## config.mk

```make
export PLATFORM = sky130hd
export DESIGN_NAME = load_align_ext
export DESIGN_NICKNAME = d
export VERILOG_FILES = /design/src/rtl/load_align_ext.sv
export SDC_FILE = /design/constraint.sdc
export NUM_CORES = 1
export LEC_CHECK = 0
export ABC_AREA = 1
export BUFFER_PORTS_ARGS = -buffer_cell sky130_fd_sc_hd__buf_2
export CAP_MARGIN = 20
export CORE_MARGIN = 2
export CORE_UTILIZATION = 40
export DETAILED_ROUTE_END_ITERATION = 7
export SETUP_SLACK_MARGIN = 0.3
export SLEW_MARGIN = 40
export SYNTH_ARGS = -nofsm -noshare
export SYNTH_HDL_FRONTEND = slang
export SYNTH_SLANG_ARGS = --single-unit
```

## constraint.sdc

```tcl
create_clock -name clk -period 5.4 [get_ports clk]
set_input_delay 0 -clock clk [delete_from_list [all_inputs] [get_ports clk]]
set_output_delay 0 -clock clk [all_outputs]
set_load 0.01 [all_outputs]
```

## src/rtl/load_align_ext.sv

```systemverilog
// rtl/load_align_ext.sv - load-return lane alignment, two-beat merge and sign/zero extension
module load_align_ext #(
    parameter int XLEN     = 64,
    parameter bit SPLIT_EN = 1'b1,
    localparam int NB      = XLEN / 8,
    localparam int OFFW    = $clog2(XLEN / 8)
) (
    input  logic            clk,
    input  logic            rst,
    input  logic            in_valid,
    output logic            in_ready,
    input  logic [XLEN-1:0] in_data,
    input  logic [OFFW-1:0] in_offset,
    input  logic [1:0]      in_size,
    input  logic            in_signed,
    output logic            out_valid,
    input  logic            out_ready,
    output logic [XLEN-1:0] out_data,
    output logic            out_err
);

    typedef enum logic {
        IDLE    = 1'b0,
        WAIT_HI = 1'b1
    } state_t;

    state_t          state_q, state_d;
    logic [XLEN-1:0] lo_q, lo_d;
    logic [OFFW-1:0] off_q, off_d;
    logic [1:0]      size_q, size_d;
    logic            sgn_q, sgn_d;
    logic            out_valid_q, out_valid_d;
    logic [XLEN-1:0] out_data_q, out_data_d;
    logic            out_err_q, out_err_d;

    logic              free;
    logic              accept;
    logic              span;
    logic              illegal;
    int                nbytes;
    int                nbits;
    logic [2*XLEN-1:0] cat;
    logic [2*XLEN-1:0] shifted;
    logic [OFFW-1:0]   sel_off;
    logic [1:0]        sel_size;
    logic              sel_sgn;
    logic              ext_bit;
    logic [XLEN-1:0]   result;

    assign free      = !out_valid_q || out_ready;
    assign accept    = in_valid && free;
    assign in_ready  = free;
    assign out_valid = out_valid_q;
    assign out_data  = out_data_q;
    assign out_err   = out_err_q;

    // Boundary test always uses the live beat: it only matters for a first beat.
    always_comb begin
        nbytes  = 32'd1 << in_size;
        span    = (int'(in_offset) + nbytes) > NB;
        illegal = ((XLEN == 32) && (in_size == 2'd3)) || (span && !SPLIT_EN);
    end

    // In WAIT_HI the latched fields and LO win; otherwise the beat stands alone.
    always_comb begin
        if (state_q == WAIT_HI) begin
            cat      = {in_data, lo_q};
            sel_off  = off_q;
            sel_size = size_q;
            sel_sgn  = sgn_q;
        end else begin
            cat      = {{XLEN{1'b0}}, in_data};
            sel_off  = in_offset;
            sel_size = in_size;
            sel_sgn  = in_signed;
        end
        shifted = cat >> {sel_off, 3'b000};
        nbits   = 32'd8 << sel_size;
        case (sel_size)
            2'd0:    ext_bit = sel_sgn && shifted[7];
            2'd1:    ext_bit = sel_sgn && shifted[15];
            2'd2:    ext_bit = sel_sgn && shifted[31];
            default: ext_bit = sel_sgn && shifted[XLEN-1];
        endcase
        result = '0;
        for (int i = 0; i < XLEN; i++) begin
            result[i] = (i < nbits) ? shifted[i] : ext_bit;
        end
    end

    always_comb begin
        state_d     = state_q;
        lo_d        = lo_q;
        off_d       = off_q;
        size_d      = size_q;
        sgn_d       = sgn_q;
        out_valid_d = out_valid_q;
        out_data_d  = out_data_q;
        out_err_d   = out_err_q;

        if (out_valid_q && out_ready) begin
            out_valid_d = 1'b0;
        end

        if (accept) begin
            case (state_q)
                IDLE: begin
                    if (illegal) begin
                        out_valid_d = 1'b1;
                        out_err_d   = 1'b1;
                        out_data_d  = '0;
                    end else if (!span) begin
                        out_valid_d = 1'b1;
                        out_err_d   = 1'b0;
                        out_data_d  = result;
                    end else begin
                        state_d = WAIT_HI;
                        lo_d    = in_data;
                        off_d   = in_offset;
                        size_d  = in_size;
                        sgn_d   = in_signed;
                    end
                end
                default: begin
                    out_valid_d = 1'b1;
                    out_err_d   = 1'b0;
                    out_data_d  = result;
                    state_d     = IDLE;
                end
            endcase
        end
    end

    always_ff @(posedge clk) begin
        if (rst) begin
            state_q     <= IDLE;
            lo_q        <= '0;
            off_q       <= '0;
            size_q      <= '0;
            sgn_q       <= 1'b0;
            out_valid_q <= 1'b0;
            out_data_q  <= '0;
            out_err_q   <= 1'b0;
        end else begin
            state_q     <= state_d;
            lo_q        <= lo_d;
            off_q       <= off_d;
            size_q      <= size_d;
            sgn_q       <= sgn_d;
            out_valid_q <= out_valid_d;
            out_data_q  <= out_data_d;
            out_err_q   <= out_err_d;
        end
    end

endmodule
```

==> metrics.yaml <==
final_layout:
  layout_common_cells: "355 x sky130_fd_sc_hd__nand2_1, 293 x sky130_fd_sc_hd__o21ai_0, 165 x sky130_fd_sc_hd__a21oi_1"
  n_antenna_cell: 0
  area_delta_synth_final_pct: 22.00
  fin_nets: 1643
  post_route_cells_drive_above_1_share_pct: 13.05
  layout.filler_cells: 2303
  mostFrequentLayoutCell: "sky130_fd_sc_hd__nand2_1"
detailed_routing:
  drt_first_pass_iters: 6
  drtIter0Drc: 921
  detail_route.drc_violations: 0
  postRouteAntennaNets: 0
  routed-via-count: 10300
  routed_wl_mm: 34.18
  vias_per_cell: 5.546
  routedWlPerCell_um: 18.40
synth:
  synth-edff-count: 0
  netlist_area_pre_place_mm2: 0.008768
  avgSynthCellArea_um2: 6.089
  yosysWarnings: 0
  synth_nets: 1518
  synth_top_cell_by_area: "sky130_fd_sc_hd__dfxtp_1"
  ys_top_cells_by_area: "sky130_fd_sc_hd__dfxtp_1 31%, sky130_fd_sc_hd__o21ai_0 17%, sky130_fd_sc_hd__nand2_1 15%"
  async_flop_share_pct: 0
  sequential_fraction_of_the_synthesis_area_pct: 31.05
  synth.distinct_cells: 37
  postSynthCellCount: 1440
  synth_seq_cells: 136
  synth_top_cell_area_share_pct: 31.05
  ys_dominant_reg_cell: "sky130_fd_sc_hd__dfxtp_1"
clock_network:
  h-tree-depth: 4
  ctsRootBufferMaster: "sky130_fd_sc_hd__clkbuf_16"
  worst_setup_hold_path_clk_slew_ns: 0.06
  post_cts_hold_buffer_count: 73
  cts_resized: 0
  clock_path_buffers: 2
  number_of_clock_buffers_inserted_by_tritoncts: 17
  post_cts_buffers: 0
  clock-sinks: 136
  tritoncts: "built"
  clock_insertion_delay_at_the_later_pin_of_the_skew_report_ns: 0.44
setup_path:
  ff2ff_setup_slack_ns: 1.99
  worst-setup-path-type: "in -> reg"
  r2r_path_start: "off_q[0]"
  required_ns: 5.77
  path_max_fanout: 89
  r2r_end: "out_data[32]"
  cp-start-kind: "input pin"
  critPathArrivalTime_ns: 3.79
  end_kind: "register"
  rr_worst_depth: 12
min_path:
  hold_start: "out_ready"
  worst_hold_path_type: "in -> reg"
  whs_endpoint: "state_q"
  worstHoldPathCells: 5
power_and_ir_drop:
  totalPowerFinal_mw: 3.429
  max-vdd-ir-drop_uv: 176.3
  power_leakage_nw: 4.785
  power_per_cell_area_mw_per_mm2: 320.5
sta:
  finalHoldViolations: 0
  skew_ns: 0.01843
  layout_min_cycle_time_ns: 3.426
  setup_viol: 0
  worst-slew-pin-transition_ns: 0.8363
  max-slew-margin-rel_pct: 44.24
  report.final.slew_viol_count: 0
  rsz0062_at_grt: "no"
  setup_tns_ns: 0
  layout_worst_path_cycle_share_pct: 63.45
  clock.fmax_mhz: 291.9
floorplan:
  die-area_mm2: 0.02312
  io-pin-count: 141
  floorplan.die.height_um: 152.1
  coreArea_mm2: 0.02169
  die_w_um: 152.1
  initial_core_util_pct: 40.43
  core.rowCount: 54
grt:
  overall_global_routing_resource_usage_pct: 29.35
  via_count_of_the_first_global_routing_pass: 9839
  busiest_layer: "met2"
  grt_util_met3_pct: 4.107
  first_pass_grt_wire_length_mm: 53.79
  number_of_antenna_violations_at_the_first_check_in_global_routing: 0
  groute.layer.met1.usage_pct: 35.10
  grt_util_met2_pct: 51.09
  grt_start_max_net_pins: 90
  globalRoute.totalOverflow: 0
placed_design:
  place_congestion: 0.9615
  port_buffers: 139
  dp_hpwl_mm: 24.03
outcome:
  run_status: "finished clean"
job:
  drv_cap: 0
## routing by layer
| layer | up-vias | share of wire, % |
|---|---|---|
| li1 | 5069 | - |
| met1 | 4755 | 41 |
| met2 | 385 | 49 |
| met3 | 95 | 4.8 |
| met4 | 0 | 5.3 |
| met5 | - | 0 |
## cells by family after synthesis
kind of cell             share of synthesized area, %
AND/OR/NAND/NOR                                 24.81
AO/OA/AOI/OAI                                   31.89
buffers and inverters                           10.77
flip-flops                                      31.05
multiplexers                                   0.5708
adder cells (fa/ha/maj)                        0.6564
XOR/XNOR                                       0.1998
other                                         0.04277
## report_power, final
group,switching (mW),leakage [nW],internal [mW],total [mW]
Combinational,0.720,3.40,0.339,1.06
Clock,0.502,0.271,0.685,1.19
Sequential,0.0641,1.12,1.12,1.18
Total,1.29,4.79,2.14,3.43
## flip-flops by register name, indices dropped and copies added (netlist names)
name and cells:
size_q 2, lo_q 64, sgn_q 1, state_q 1, off_q 3, out_valid 1, out_data 64
## area by class of cell
class	instances	area [um2]	area share, %
clock buffer	19	432.9	4.047
sequential	136	2724	25.46
inverter	94	357.8	3.345
timing repair buffer	229	1562	14.60
clock inverter	13	147.6	1.380
multi-input combinational	1087	5124	47.89
tap	280	350.3	3.275
## worst max-delay path: stages
cell and delay [ns]:
sky130_fd_sc_hd__dlygate4sd3_1 0.53, sky130_fd_sc_hd__buf_2 0.14, sky130_fd_sc_hd__nor2_1 0.12, sky130_fd_sc_hd__ha_1 0.18, sky130_fd_sc_hd__inv_1 0.06, sky130_fd_sc_hd__fa_1 0.40
sky130_fd_sc_hd__xor2_1 0.16, sky130_fd_sc_hd__nand2_1 0.06, sky130_fd_sc_hd__nor2_1 0.04, sky130_fd_sc_hd__o21ai_0 0.37, sky130_fd_sc_hd__nand4_1 0.14, sky130_fd_sc_hd__buf_4 0.28
sky130_fd_sc_hd__inv_2 0.26, sky130_fd_sc_hd__buf_4 0.66, sky130_fd_sc_hd__o21ai_0 0.17, sky130_fd_sc_hd__a21oi_1 0.16
## through the flow
| stage | hold slack, ns | std cells | worst slack [ns] | utilization (%) | area, um2 |
|---|---|---|---|---|---|
| after floorplan | 0.06907 | 1440 | 3.394 | - | 8768 |
| after global placement | 0.2115 | 1752 | 2.055 | 43.20 | 9369 |
| after global routing | 0.1384 | 1858 | 1.574 | 49.33 | 10700 |
| after CTS | 0.09033 | 1857 | 1.943 | 49.26 | 10680 |
| after detailed placement | 0.2320 | 1752 | 1.973 | 43.21 | 9371 |
| final | 0.1041 | 1858 | 1.974 | 49.33 | 10700 |
## cells in the mapped netlist (2+ instances only)
cell type and n:
sky130_fd_sc_hd__o21ai_2 2, sky130_fd_sc_hd__buf_4 13, sky130_fd_sc_hd__xor2_1 2, sky130_fd_sc_hd__buf_6 3, sky130_fd_sc_hd__a31oi_1 6, sky130_fd_sc_hd__nand3_1 70
sky130_fd_sc_hd__nand2_1 355, sky130_fd_sc_hd__mux2i_1 5, sky130_fd_sc_hd__inv_1 90, sky130_fd_sc_hd__a21o_1 3, sky130_fd_sc_hd__inv_2 3, sky130_fd_sc_hd__buf_1 3
sky130_fd_sc_hd__o21ai_0 293, sky130_fd_sc_hd__o311ai_1 3, sky130_fd_sc_hd__buf_2 45, sky130_fd_sc_hd__nor2_4 2, sky130_fd_sc_hd__clkbuf_1 59, sky130_fd_sc_hd__a21oi_1 166
sky130_fd_sc_hd__dfxtp_1 136, sky130_fd_sc_hd__ha_1 3, sky130_fd_sc_hd__o22ai_1 34, sky130_fd_sc_hd__o211ai_1 10, sky130_fd_sc_hd__o221ai_1 2, sky130_fd_sc_hd__o21ai_1 15
sky130_fd_sc_hd__nor2_1 104, sky130_fd_sc_hd__nand2_2 2
## worst max-delay path by stage
stage | depth (start not counted) | slack [ns] | to | start
after floorplan | 15 | 3.39 | out_data[39] | in_size[1]
final | 16 | 1.97 | lo_q[21] | in_size[1]
after detailed placement | 10 | 1.97 | out_data[54] | state_q
after global routing | 16 | 1.57 | lo_q[27] | in_size[1]
after CTS | 10 | 1.94 | out_data[32] | state_q
after global placement | 10 | 2.06 | out_data[48] | state_q
Note: power is estimated with default switching activity, not from simulation.
